===== src/rtl/game_controller.sv =====
// Pong match sequencer: start/serve/play/point/over FSM with scores; optional PAUSE state when PAUSE_EN is defined.
// Latency: presses and misses are registered, so state reacts one clock after sampling; outputs are registered.
// Backpressure: none; frame_tick and buttons are sampled every clock and never stalled.
module game_controller #(
  parameter int WIN_SCORE   = 7,
  parameter int SERVE_DELAY = 60,
  parameter int LEFT_LIMIT  = 4,
  parameter int RIGHT_LIMIT = 636,
  parameter int BALL_SIZE   = 9
) (
  input  logic        CLOCK_25,
  input  logic        RESET_N,
  input  logic        frame_tick,
  input  logic [11:0] ball_x,
  input  logic        player_1_switch,
  input  logic        player_2_switch,
  output logic        ball_run,
  output logic        ball_reset,
  output logic        serve_left,
  output logic        paddle_enable,
  output logic [3:0]  score_1,
  output logic [3:0]  score_2,
  output logic [1:0]  winner,
  output logic [2:0]  state
);

  localparam int CW = (SERVE_DELAY < 1) ? 1 : $clog2(SERVE_DELAY + 1);
  localparam logic [CW-1:0] DELAY_C = CW'(SERVE_DELAY);
  localparam logic [3:0]    WIN_C   = 4'(WIN_SCORE);
  localparam logic [12:0]   LEFT_C  = 13'(LEFT_LIMIT);
  localparam logic [12:0]   RIGHT_C = 13'(RIGHT_LIMIT);
  localparam logic [12:0]   BALL_C  = 13'(BALL_SIZE);

  typedef enum logic [2:0] {
    S_IDLE  = 3'd0,
    S_SERVE = 3'd1,
    S_PLAY  = 3'd2,
    S_POINT = 3'd3,
    S_OVER  = 3'd4
`ifdef PAUSE_EN
    , S_PAUSE = 3'd5
`endif
  } state_t;

  state_t         state_q, state_d;
  logic           sw1_q, sw2_q;
  logic           press_q, press_d;
  logic           miss_l_q, miss_l_d;
  logic           miss_r_q, miss_r_d;
  logic           p2_scored_q, p2_scored_d;
  logic [CW-1:0]  cnt_q, cnt_d;
  logic [3:0]     score_1_q, score_1_d;
  logic [3:0]     score_2_q, score_2_d;
  logic [1:0]     winner_q, winner_d;
  logic           serve_left_q, serve_left_d;
  logic           ball_run_q, ball_run_d;
  logic           ball_reset_q, ball_reset_d;
  logic           paddle_enable_q, paddle_enable_d;

  // Simultaneous presses collapse into one event.
  always_comb begin
    press_d  = (player_1_switch & ~sw1_q) | (player_2_switch & ~sw2_q);
    miss_l_d = ({1'b0, ball_x} <= LEFT_C);
    miss_r_d = (({1'b0, ball_x} + BALL_C) >= RIGHT_C);
  end

  always_comb begin
    state_d      = state_q;
    cnt_d        = '0;
    p2_scored_d  = p2_scored_q;
    score_1_d    = score_1_q;
    score_2_d    = score_2_q;
    winner_d     = winner_q;
    serve_left_d = serve_left_q;

    case (state_q)
      S_IDLE: begin
        if (press_q) state_d = S_SERVE;
      end
      S_SERVE: begin
        cnt_d = cnt_q;
        if (cnt_q == DELAY_C) state_d = S_PLAY;
        else if (frame_tick) cnt_d = cnt_q + CW'(1);
      end
      S_PLAY: begin
        if (miss_l_q) begin
          state_d     = S_POINT;
          p2_scored_d = 1'b1;
        end else if (miss_r_q) begin
          state_d     = S_POINT;
          p2_scored_d = 1'b0;
        end
`ifdef PAUSE_EN
        else if (press_q) state_d = S_PAUSE;
`endif
      end
      S_POINT: begin
        // serve_left points at whoever just lost the rally.
        if (p2_scored_q) begin
          score_2_d    = score_2_q + 4'd1;
          serve_left_d = 1'b1;
          if (score_2_d == WIN_C) begin
            winner_d = 2'd2;
            state_d  = S_OVER;
          end else begin
            state_d = S_SERVE;
          end
        end else begin
          score_1_d    = score_1_q + 4'd1;
          serve_left_d = 1'b0;
          if (score_1_d == WIN_C) begin
            winner_d = 2'd1;
            state_d  = S_OVER;
          end else begin
            state_d = S_SERVE;
          end
        end
      end
      S_OVER: begin
        if (press_q) begin
          score_1_d    = 4'd0;
          score_2_d    = 4'd0;
          winner_d     = 2'd0;
          serve_left_d = 1'b0;
          state_d      = S_IDLE;
        end
      end
`ifdef PAUSE_EN
      S_PAUSE: begin
        if (press_q) state_d = S_PLAY;
      end
`endif
      default: state_d = S_IDLE;
    endcase
  end

  // Outputs are decoded from the next state so the registered copies line up with state_q.
  always_comb begin
    ball_reset_d    = 1'b0;
    ball_run_d      = 1'b0;
    paddle_enable_d = 1'b0;
    case (state_d)
      S_IDLE:  ball_reset_d = 1'b1;
      S_SERVE: begin
        ball_reset_d    = 1'b1;
        paddle_enable_d = 1'b1;
      end
      S_PLAY: begin
        ball_run_d      = 1'b1;
        paddle_enable_d = 1'b1;
      end
      S_POINT: paddle_enable_d = 1'b1;
      default: ;
    endcase
  end

  always_ff @(posedge CLOCK_25 or negedge RESET_N) begin
    if (!RESET_N) begin
      state_q         <= S_IDLE;
      sw1_q           <= 1'b0;
      sw2_q           <= 1'b0;
      press_q         <= 1'b0;
      miss_l_q        <= 1'b0;
      miss_r_q        <= 1'b0;
      p2_scored_q     <= 1'b0;
      cnt_q           <= '0;
      score_1_q       <= 4'd0;
      score_2_q       <= 4'd0;
      winner_q        <= 2'd0;
      serve_left_q    <= 1'b0;
      ball_run_q      <= 1'b0;
      ball_reset_q    <= 1'b1;
      paddle_enable_q <= 1'b0;
    end else begin
      state_q         <= state_d;
      sw1_q           <= player_1_switch;
      sw2_q           <= player_2_switch;
      press_q         <= press_d;
      miss_l_q        <= miss_l_d;
      miss_r_q        <= miss_r_d;
      p2_scored_q     <= p2_scored_d;
      cnt_q           <= cnt_d;
      score_1_q       <= score_1_d;
      score_2_q       <= score_2_d;
      winner_q        <= winner_d;
      serve_left_q    <= serve_left_d;
      ball_run_q      <= ball_run_d;
      ball_reset_q    <= ball_reset_d;
      paddle_enable_q <= paddle_enable_d;
    end
  end

  assign state         = state_q;
  assign ball_run      = ball_run_q;
  assign ball_reset    = ball_reset_q;
  assign paddle_enable = paddle_enable_q;
  assign serve_left    = serve_left_q;
  assign score_1       = score_1_q;
  assign score_2       = score_2_q;
  assign winner        = winner_q;

endmodule

===== config.mk =====
export PLATFORM = sky130hd
export DESIGN_NAME = game_controller
export DESIGN_NICKNAME = d
export VERILOG_FILES = /design/src/rtl/game_controller.sv
export SDC_FILE = /design/constraint.sdc
export NUM_CORES = 1
export LEC_CHECK = 0
export CORE_UTILIZATION = 35
export CTS_CLUSTER_DIAMETER = 200
export CTS_CLUSTER_SIZE = 14
export DETAILED_ROUTE_END_ITERATION = 7
export GPL_ROUTABILITY_DRIVEN = 0
export PLACE_DENSITY_LB_ADDON = 0.08
export SETUP_SLACK_MARGIN = 0.02
export SKIP_CTS_REPAIR_TIMING = 1
export SLEW_MARGIN = 10
export SYNTH_ARGS = -nofsm -noshare
export SYNTH_HDL_FRONTEND = slang
export SYNTH_SLANG_ARGS = --single-unit
export TNS_END_PERCENT = 20

===== constraint.sdc =====
create_clock -name CLOCK_25 -period 1.7 [get_ports CLOCK_25]
set_clock_uncertainty 0.2 [all_clocks]
set_input_delay 0.34 -clock CLOCK_25 [delete_from_list [all_inputs] [get_ports CLOCK_25]]
set_output_delay 0.34 -clock CLOCK_25 [all_outputs]
set_load 0.005 [all_outputs]

Word-level counts from Yosys, hierarchy flattened
Index checks and enable logic that the tools add are counted.

$add $sub $neg: 4. $lt $le $gt $ge: 2. Equality and inequality tests: 17. Muxes and demuxes: 30. Bitwise operators: 5. Reduce and logical (&&, ||, !) cells: 12.

Operators by type and width (number): 3-bit two-way mux (8); 6-bit two-way mux (3); 4-bit one-hot mux with 2 select lines (2); 3-bit one-hot mux with 5 select lines (1); 12-bit by 4-bit adder with 13-bit output (second input constant) (1); 13-bit by 10-bit >= comparator with 1-bit output (second input constant) (1); 3-bit by 2-bit == test with 1-bit output (second input constant) (4); 12-bit by 3-bit less-or-equal comparator with 1-bit output (second input constant) (1); 4-bit two-way mux (3); 2-bit != test (second input constant) (5); 4-bit by 1-bit adder with 4-bit output (second input constant) (2); 4-bit by 3-bit == test with 1-bit output (second input constant) (2); 2-bit two-way mux (4); 1-bit two-way mux (7); 6-bit by 1-bit adder with 6-bit output (second input constant) (1); 3-bit by 1-bit == test with 1-bit output (second input constant) (2); 6-bit == test (second input constant) (1); 3-bit logical NOT (2); 3-bit != test (second input constant) (2); 2-bit AND reduction (3); 3-bit AND reduction (2); 2-bit one-hot mux with 2 select lines (1); 4-bit AND reduction (1); 2-bit nonzero test (2); 7 further kinds (9).

Register bits after elaboration: 29. Input bits: 17. Output and inout port bits: 17. Logic and storage cells: 85.

Logic depth before layout (Yosys ltp)
Gate-level depths: netlist of the first run.

Depth in word-level cells: 8. Gate-level depth with buffers: 7. Mapped depth without buffers: 7.

Worst setup path before layout of the first run
Ideal clock, no wire load.

Kind: flip-flop to flip-flop. From: register score_2_q[0], in the netlist score_2[0]. To: register paddle_enable_q, in the netlist paddle_enable. Setup time: 0.099 ns. Arrival: 1.507 ns. Data required time: 1.401 ns. Slack: -0.107 ns. Stages on the path, launching flop included: 7. Buffers on the path: 0. Clock period less this slack: 1.807 ns. Path through: dfrtp_1 > ha_1 > xor2_1 > and3_1 > a22oi_4 > inv_2 > a311oi_1.

Longest elaborated chain between the ends: 8. Elaborated cells on any way between the ends: 10. Classes of those cells: add/sub: 1; eq/ne: 4; mux: 4; reduce/logical: 1.

RTL lines: start: declaration (line 53) `logic [3:0] score_2_q, score_2_d;`; start signal: assignment (line 184) `score_2_q <= score_2_d;`; 4-bit by 1-bit adder with 4-bit output (*) (line 100) `score_2_d = score_2_q + 4'd1;`; 4-bit by 3-bit == test with 1-bit output (*) (line 102) `if (score_2_d == WIN_C) begin`; 3-bit two-way mux (*) (line 102); 3-bit two-way mux (*) (line 99) `if (p2_scored_q) begin`; 3-bit one-hot mux with 5 select lines (*) (line 76) `case (state_q)`; 3-bit by 2-bit == test with 1-bit output or 3-bit by 1-bit == test with 1-bit output (tied branches) (line 142) `case (state_d)`; 3-bit OR reduction (no source line) (*); 1-bit two-way mux (*) (line 142); via paddle_enable_d (line 58) `logic paddle_enable_q, paddle_enable_d;`; end signal: assignment (line 189) `paddle_enable_q <= paddle_enable_d;`; end: declaration (line 58).

Mark *: on every way through the listed nets, which the timed path passes. The rest lies on a longest branch. A chain may end at the register's enable or synchronous reset.

Worst setup path in the final report of the first run
Ends and elaborated chain as after synthesis.

==> results of run 1 <==
metrics by stage:
step                TNS (ns)  setup slack, ns  power, mW  cell area (um^2)  hold WS, ns
floorplan            -0.2562         -0.08701     0.9306              1448      -0.1556
global placement     -0.3545         -0.09494      1.087              2004       0.2095
detailed placement   -0.5561          -0.1939      1.098              2004       0.2223
CTS                   -2.257          -0.2152      1.685              2095       0.2191
global route          -1.156          -0.1848      1.784              2262       0.2280
finish               -0.5063          -0.1508      1.683              2262       0.2074
final timing paths:
kind                       startpoint             to  slack (ns)  depth (start not counted)
setup / recovery           score_2[0]  paddle_enable       -0.15                          6
hold / removal                RESET_N       cnt_q[3]        0.21                          2
setup reg to reg           score_2[0]  paddle_enable       -0.15                          6
hold reg to reg                 sw2_q        press_q        0.22                          1
max in group asynchronous     RESET_N       state[1]        0.84                          2
min in group CLOCK_25           sw2_q        press_q        0.22                          1
metal layers:
metal	global-route usage	up-vias	wire length, um
met1	0.1994	644	1464
met4	0.07181	0	61
met3	0.04138	7	130
li1	-	636	-
met5	0	-	0
met2	0.3010	32	1791
where the power goes:
group / internal (mW) / switching (mW) / total [mW]
Clock: 0.330 / 0.250 / 0.580
Sequential: 0.748 / 0.0342 / 0.782
Combinational: 0.174 / 0.147 / 0.321
state kept, by name, indices dropped and copies added (netlist names):
name / count
ball_reset: 1
ball_run: 1
cnt_q: 6
miss_l_q: 1
miss_r_q: 1
p2_scored_q: 1
paddle_enable: 1
press_q: 1
score_1: 4
score_2: 4
serve_left: 1
state: 3
sw1_q: 1
sw2_q: 1
winner: 2
logic make-up (layout without fill, tap and decap cells):
logic type               count (synthesis)  after routing  synth area share
AO/OA/AOI/OAI                           29             29            0.1431
flip-flops                              29             29            0.5039
buffers and inverters                   12             80           0.03295
adder cells (fa/ha/maj)                  6              6           0.05204
XOR/XNOR                                 9              9           0.05464
multiplexers                             1              1          0.007805
AND/OR/NAND/NOR                         56             56            0.2056
placed cells by master, fill, tap and decap left out, types with 2 or more instances in the layout:
cell / count
inv_2: 3
dfrtp_2: 3
inv_1: 6
clkbuf_1: 2
nand4_1: 2
clkbuf_8: 6
dlymetal6s2s_1: 17
or2_1: 2
a21oi_1: 3
xor2_1: 7
nand2b_1: 2
ha_1: 4
o21ai_1: 3
nor2_1: 14
nand2_1: 12
clkdlybuf4s50_1: 16
o21ai_0: 9
nand3_1: 9
nor3_1: 2
o2bb2ai_2: 2
ha_2: 2
dfrtp_1: 25
buf_4: 28
area by class of cell:
class                      count  area [um^2]  area share
clock buffer                   8        90.09     0.03982
inverter                       9        33.78     0.01493
multi-input combinational    101        733.2      0.3241
sequential                    29        730.7      0.3230
tap                           48        60.06     0.02655
timing repair buffer          63        614.3      0.2716
critical path, delay by kind of cell (launching register included):
family	cells	cell delay, ns
xor+xnor	1	0.15
fa+ha+maj	1	0.21
flops	1	0.41
buf+inv	1	0.08
simple gates	1	0.19
compound gates	2	0.51
==> results.sh, run 1 <==
export IMPL_io_pins=34
export IMPL_synth_edf_count=0
export IMPL_cp_max_fo=5
export IMPL_critPathSlowestCell="dfrtp_1"
export IMPL_synth_area_leaders="dfrtp_1 (49%), ha_1 (5.2%), xor2_1 (4.2%)"
export IMPL_clock_latency_ns=0.27
export IMPL_cts_tree="built"
export IMPL_antenna_found_initial=0
export IMPL_synth_commonest_cells="dfrtp_1 (28), nor2_1 (14), nand2_1 (12)"
export IMPL_ys_seq_elements=29
export IMPL_rsz0062_at_grt="yes"
export IMPL_synth_most_common_cell="dfrtp_1"
export IMPL_fin_cells=258
export IMPL_drc=0
export IMPL_postSynth_asyncResetShare=1.000
export IMPL_status="complete, but fails checks"
export IMPL_clk_transition_reported_paths_ns=0.06
export IMPL_finalWirelength_mm=3.447
export IMPL_grt_remaining_overflow=0
export IMPL_dp_cells=244
export IMPL_worstPathArrival_ns=1.82
export IMPL_num_nets_final=232
export IMPL_diodes=0
export IMPL_max_slew_margin=0.5720
export IMPL_synthFlopType="dfrtp_1"
export IMPL_p_leak_nw=1.245
export IMPL_maxCapViolCount=0
export IMPL_period_needed_ns=1.851
export IMPL_die_area_mm2=0.004382
export IMPL_drive_gt1_frac=0.2810
export IMPL_grt_first_pass_wirelength_mm=5.582
export IMPL_power_density_mw_per_mm2=743.9
export IMPL_ys_types=44
export IMPL_die_x_um=66.20
export IMPL_rows=22
export IMPL_yosysSeqAreaShare=0.5039
export IMPL_hold_class="input port to asynchronous set/reset pin"
export IMPL_path_cells="ha_2, xor2_1, and3_4, a22oi_4, inv_2, a311oi_2"
export IMPL_vias=1319
export IMPL_irDropWorstVdd_v=0.0003723
export IMPL_ys_warn_count=0
export IMPL_core_mm2=0.003799
export IMPL_critPathMaxStageDelay_ns=0.41
export IMPL_hold_viol=0
export IMPL_first_global_vias=1311
export IMPL_io_buffers=33
export IMPL_critical_path_required_ns=1.67
export IMPL_syn2layout_area_growth_pct=56.81
export IMPL_dr_first_iter_drc_count=44
export IMPL_wire_per_inst_um=13.36
export IMPL_crit_type="register to register"
export IMPL_dieHeight_um=66.20
export IMPL_synth_top_area_frac=0.4857
export IMPL_syn_avg_cell_area_um2=10.16
export IMPL_htree_levels=2
export IMPL_end_kind="register"
export IMPL_finalSetupViolations=6
export IMPL_cts_sinks=29
export IMPL_start_kind="register"
export IMPL_synth_area_leader_cell="dfrtp_1"
export IMPL_fmaxAchievable_mhz=540.3
export IMPL_grtUsageTotal=0.1723
export IMPL_synth_fp_nets=165
export IMPL_ant_nets=0
export IMPL_start_util=0.3798
export IMPL_violations="setup timing"
export IMPL_grt_max_degree=18
export IMPL_syn_cell_area_mm2=0.001443
export IMPL_clock_path_buffers=2
export IMPL_slew_violations=0
export IMPL_viasPerCell=5.112
export IMPL_dp_hpwl_mm=2.474
export IMPL_nFillCells=341
export IMPL_period_share=1.089
export IMPL_cts_buffers=5
export IMPL_layout_setup_ws_ns=-0.1508
export IMPL_synth_cells=142
export IMPL_cts_root_buf="clkbuf_8"
export IMPL_drt_pass1_iter_count=4
export IMPL_worst_slew_pin_slew_ns=0.6258
export IMPL_post_route_util=0.5955
No activity file was read; power rests on OpenSTA's default activity.
==> run 2, diff against run 1 <==
HOLD_SLACK_MARGIN = 0.02   (was unset)
==> results of run 2 <==
No change in the layout: final DEF, timing and power equal those of run 1.
==> run 3, diff against run 2 <==
CORE_UTILIZATION = 44   (was 35)
==> run 3 against run 2 <==
Against the previous run: the flow still finishes with violations (setup timing); clock power rose by 3%; critical path depth did not move; utilization rose by 12 points; routed wire length fell by 12%; sequential share of layout area rose by 0.75 points; power fell by 1.7%; die area fell by 20%; largest cell class is now flip-flops and latches; highest routed layer unchanged.
==> results.sh, run 3 (same netlist as run 1, synthesis figures left out) <==
export IMPL_ant_nets=0
export IMPL_r2r_cells=6
export IMPL_status="complete, but fails checks"
export IMPL_critPathSlowestCell="dfrtp_1"
export IMPL_io_pins=34
export IMPL_p_leak_nw=1.225
export IMPL_grt_max_degree=18
export IMPL_drive_gt1_frac=0.2857
export IMPL_cts_tree="built"
export IMPL_fin_cells=254
export IMPL_clk_transition_reported_paths_ns=0.11
export IMPL_dp_hpwl_mm=2.379
export IMPL_violations="setup timing"
export IMPL_dieHeight_um=59.26
export IMPL_clkPwrFrac=0.361
export IMPL_num_nets_final=232
export IMPL_finalSetupViolations=7
export IMPL_dr_first_iter_drc_count=37
export IMPL_viasPerCell=4.953
export IMPL_drc=0
export IMPL_maxCapViolCount=0
export IMPL_syn2layout_area_growth_pct=52.99
export IMPL_vias=1258
export IMPL_path_cells="ha_2, xor2_1, and3_4, a22oi_4, mux2_4, o2bb2ai_2"
export IMPL_end_kind="register"
export IMPL_p_int_mw=1.239
export IMPL_critical_path_required_ns=1.71
export IMPL_io_buffers=33
export IMPL_irDropWorstVdd_v=0.0007282
export IMPL_first_global_vias=1216
export IMPL_slew_violations=0
export IMPL_hold_class="input port to asynchronous set/reset pin"
export IMPL_start_util=0.4687
export IMPL_hold_viol=0
export IMPL_drt_pass1_iter_count=4
export IMPL_switching_power_mw=0.4157
export IMPL_wire_per_inst_um=11.97
export IMPL_start_kind="register"
export IMPL_place_ws_ns=-0.1309
export IMPL_period_share=1.077
export IMPL_worstPathArrival_ns=1.84
export IMPL_power_density_mw_per_mm2=749.5
export IMPL_dp_cells=243
export IMPL_critPathMaxStageDelay_ns=0.43
export IMPL_clock_latency_ns=0.33
export IMPL_clock_path_buffers=2
export IMPL_nFillCells=247
export IMPL_layout_setup_ws_ns=-0.1308
export IMPL_worst_slew_pin_slew_ns=0.3476
export IMPL_rows=20
export IMPL_cp_max_fo=4
export IMPL_grt_remaining_overflow=0
export IMPL_fmaxAchievable_mhz=546.2
export IMPL_cts_sinks=29
export IMPL_period_needed_ns=1.831
export IMPL_core_mm2=0.003078
export IMPL_final_common_cell="buf_4"
export IMPL_largest_register="cnt_q"
export IMPL_seq_power_share=0.480
export IMPL_htree_levels=2
export IMPL_p_sw_frac=0.2513
export IMPL_diodes=0
export IMPL_share_comb_of_total_power=0.159
export IMPL_path_buf_inv=0
export IMPL_cp_depth=6
export IMPL_largest_reg_flops=6
export IMPL_max_slew_margin=0.7682
export IMPL_layout_common_cells="buf_4 (30), dfrtp_1 (26), clkdlybuf4s50_1 (16), dlymetal6s2s_1 (16), nor2_1 (14)"
export IMPL_cts_buffers=5
export IMPL_grt_first_pass_wirelength_mm=5.147
export IMPL_finalWirelength_mm=3.040
export IMPL_antenna_found_initial=0
export IMPL_cts_root_buf="clkbuf_4"
export IMPL_rsz0062_at_grt="yes"
export IMPL_crit_type="register to register"
export IMPL_die_x_um=59.26
export IMPL_grtUsageTotal=0.1974
export IMPL_critPathTopFamily="flip-flops"
export IMPL_die_area_mm2=0.003512
-- run 3: final cells by class --
cell class	instances	area, um^2	area share
Timing Repair Buffer	63	590.6	0.2676
Inverter	9	33.78	0.01531
Clock inverter	2	37.54	0.01701
Sequential cell	29	729.5	0.3305
Tap cell	44	55.05	0.02494
Multi-Input combinational cell	101	709.4	0.3214
Clock buffer	6	51.30	0.02324
-- run 3: worst register-to-register path: cells and delay by family, from the launching register on --
family,cells,cell delay (ns)
flip-flops,1,0.43
adder cells (fa/ha/maj),1,0.21
multiplexers,1,0.30
AO/OA/AOI/OAI,2,0.20
XOR/XNOR,1,0.16
AND/OR/NAND/NOR,1,0.21
-- run 3: power by group through the flow --
stage | clock network (mW) | registers (mW) | logic [mW]
floorplan | 0 | 0.806 | 0.125
global placement | 0 | 0.804 | 0.255
detailed placement | 0 | 0.807 | 0.263
CTS | 0.604 | 0.793 | 0.266
global route | 0.635 | 0.804 | 0.303
finish | 0.598 | 0.793 | 0.263
-- run 3: path summary, 6_finish.rpt --
| path | from | endpoint | slack [ns] |
|---|---|---|---|
| setup / recovery | score_2[0] | winner[0] | -0.13 |
| setup reg to reg | score_2[0] | winner[0] | -0.13 |
| hold reg to reg | sw2_q | press_q | 0.23 |
| min in group CLOCK_25 | sw2_q | press_q | 0.23 |
| hold / removal | RESET_N | state[2] | 0.13 |
| max in group asynchronous | RESET_N | score_1[0] | 0.94 |
-- run 3: per-layer routing --
layer | vias to the layer above | share of wire | global-route usage
li1 | 628 | - | -
met1 | 591 | 0.43 | 0.2310
met2 | 34 | 0.51 | 0.3499
met3 | 5 | 0.048 | 0.05240
met4 | 0 | 0.014 | 0.06122
met5 | - | 0 | 0
-- run 3: metrics by stage --
step	total power [mW]	cell area [um^2]	util	TNS, ns	hold WS (ns)
2_1_floorplan	0.9306	1448	-	-0.2562	-0.1556
3_3_place_gp	1.058	2022	0.6569	-0.1988	0.2120
3_5_place_dp	1.071	2022	0.6569	-0.5499	0.2163
4_1_cts	1.663	2111	0.6858	-2.745	0.1329
5_1_grt	1.741	2207	0.7171	-1.694	0.1454
6_report	1.654	2207	0.7171	-0.4872	0.1295
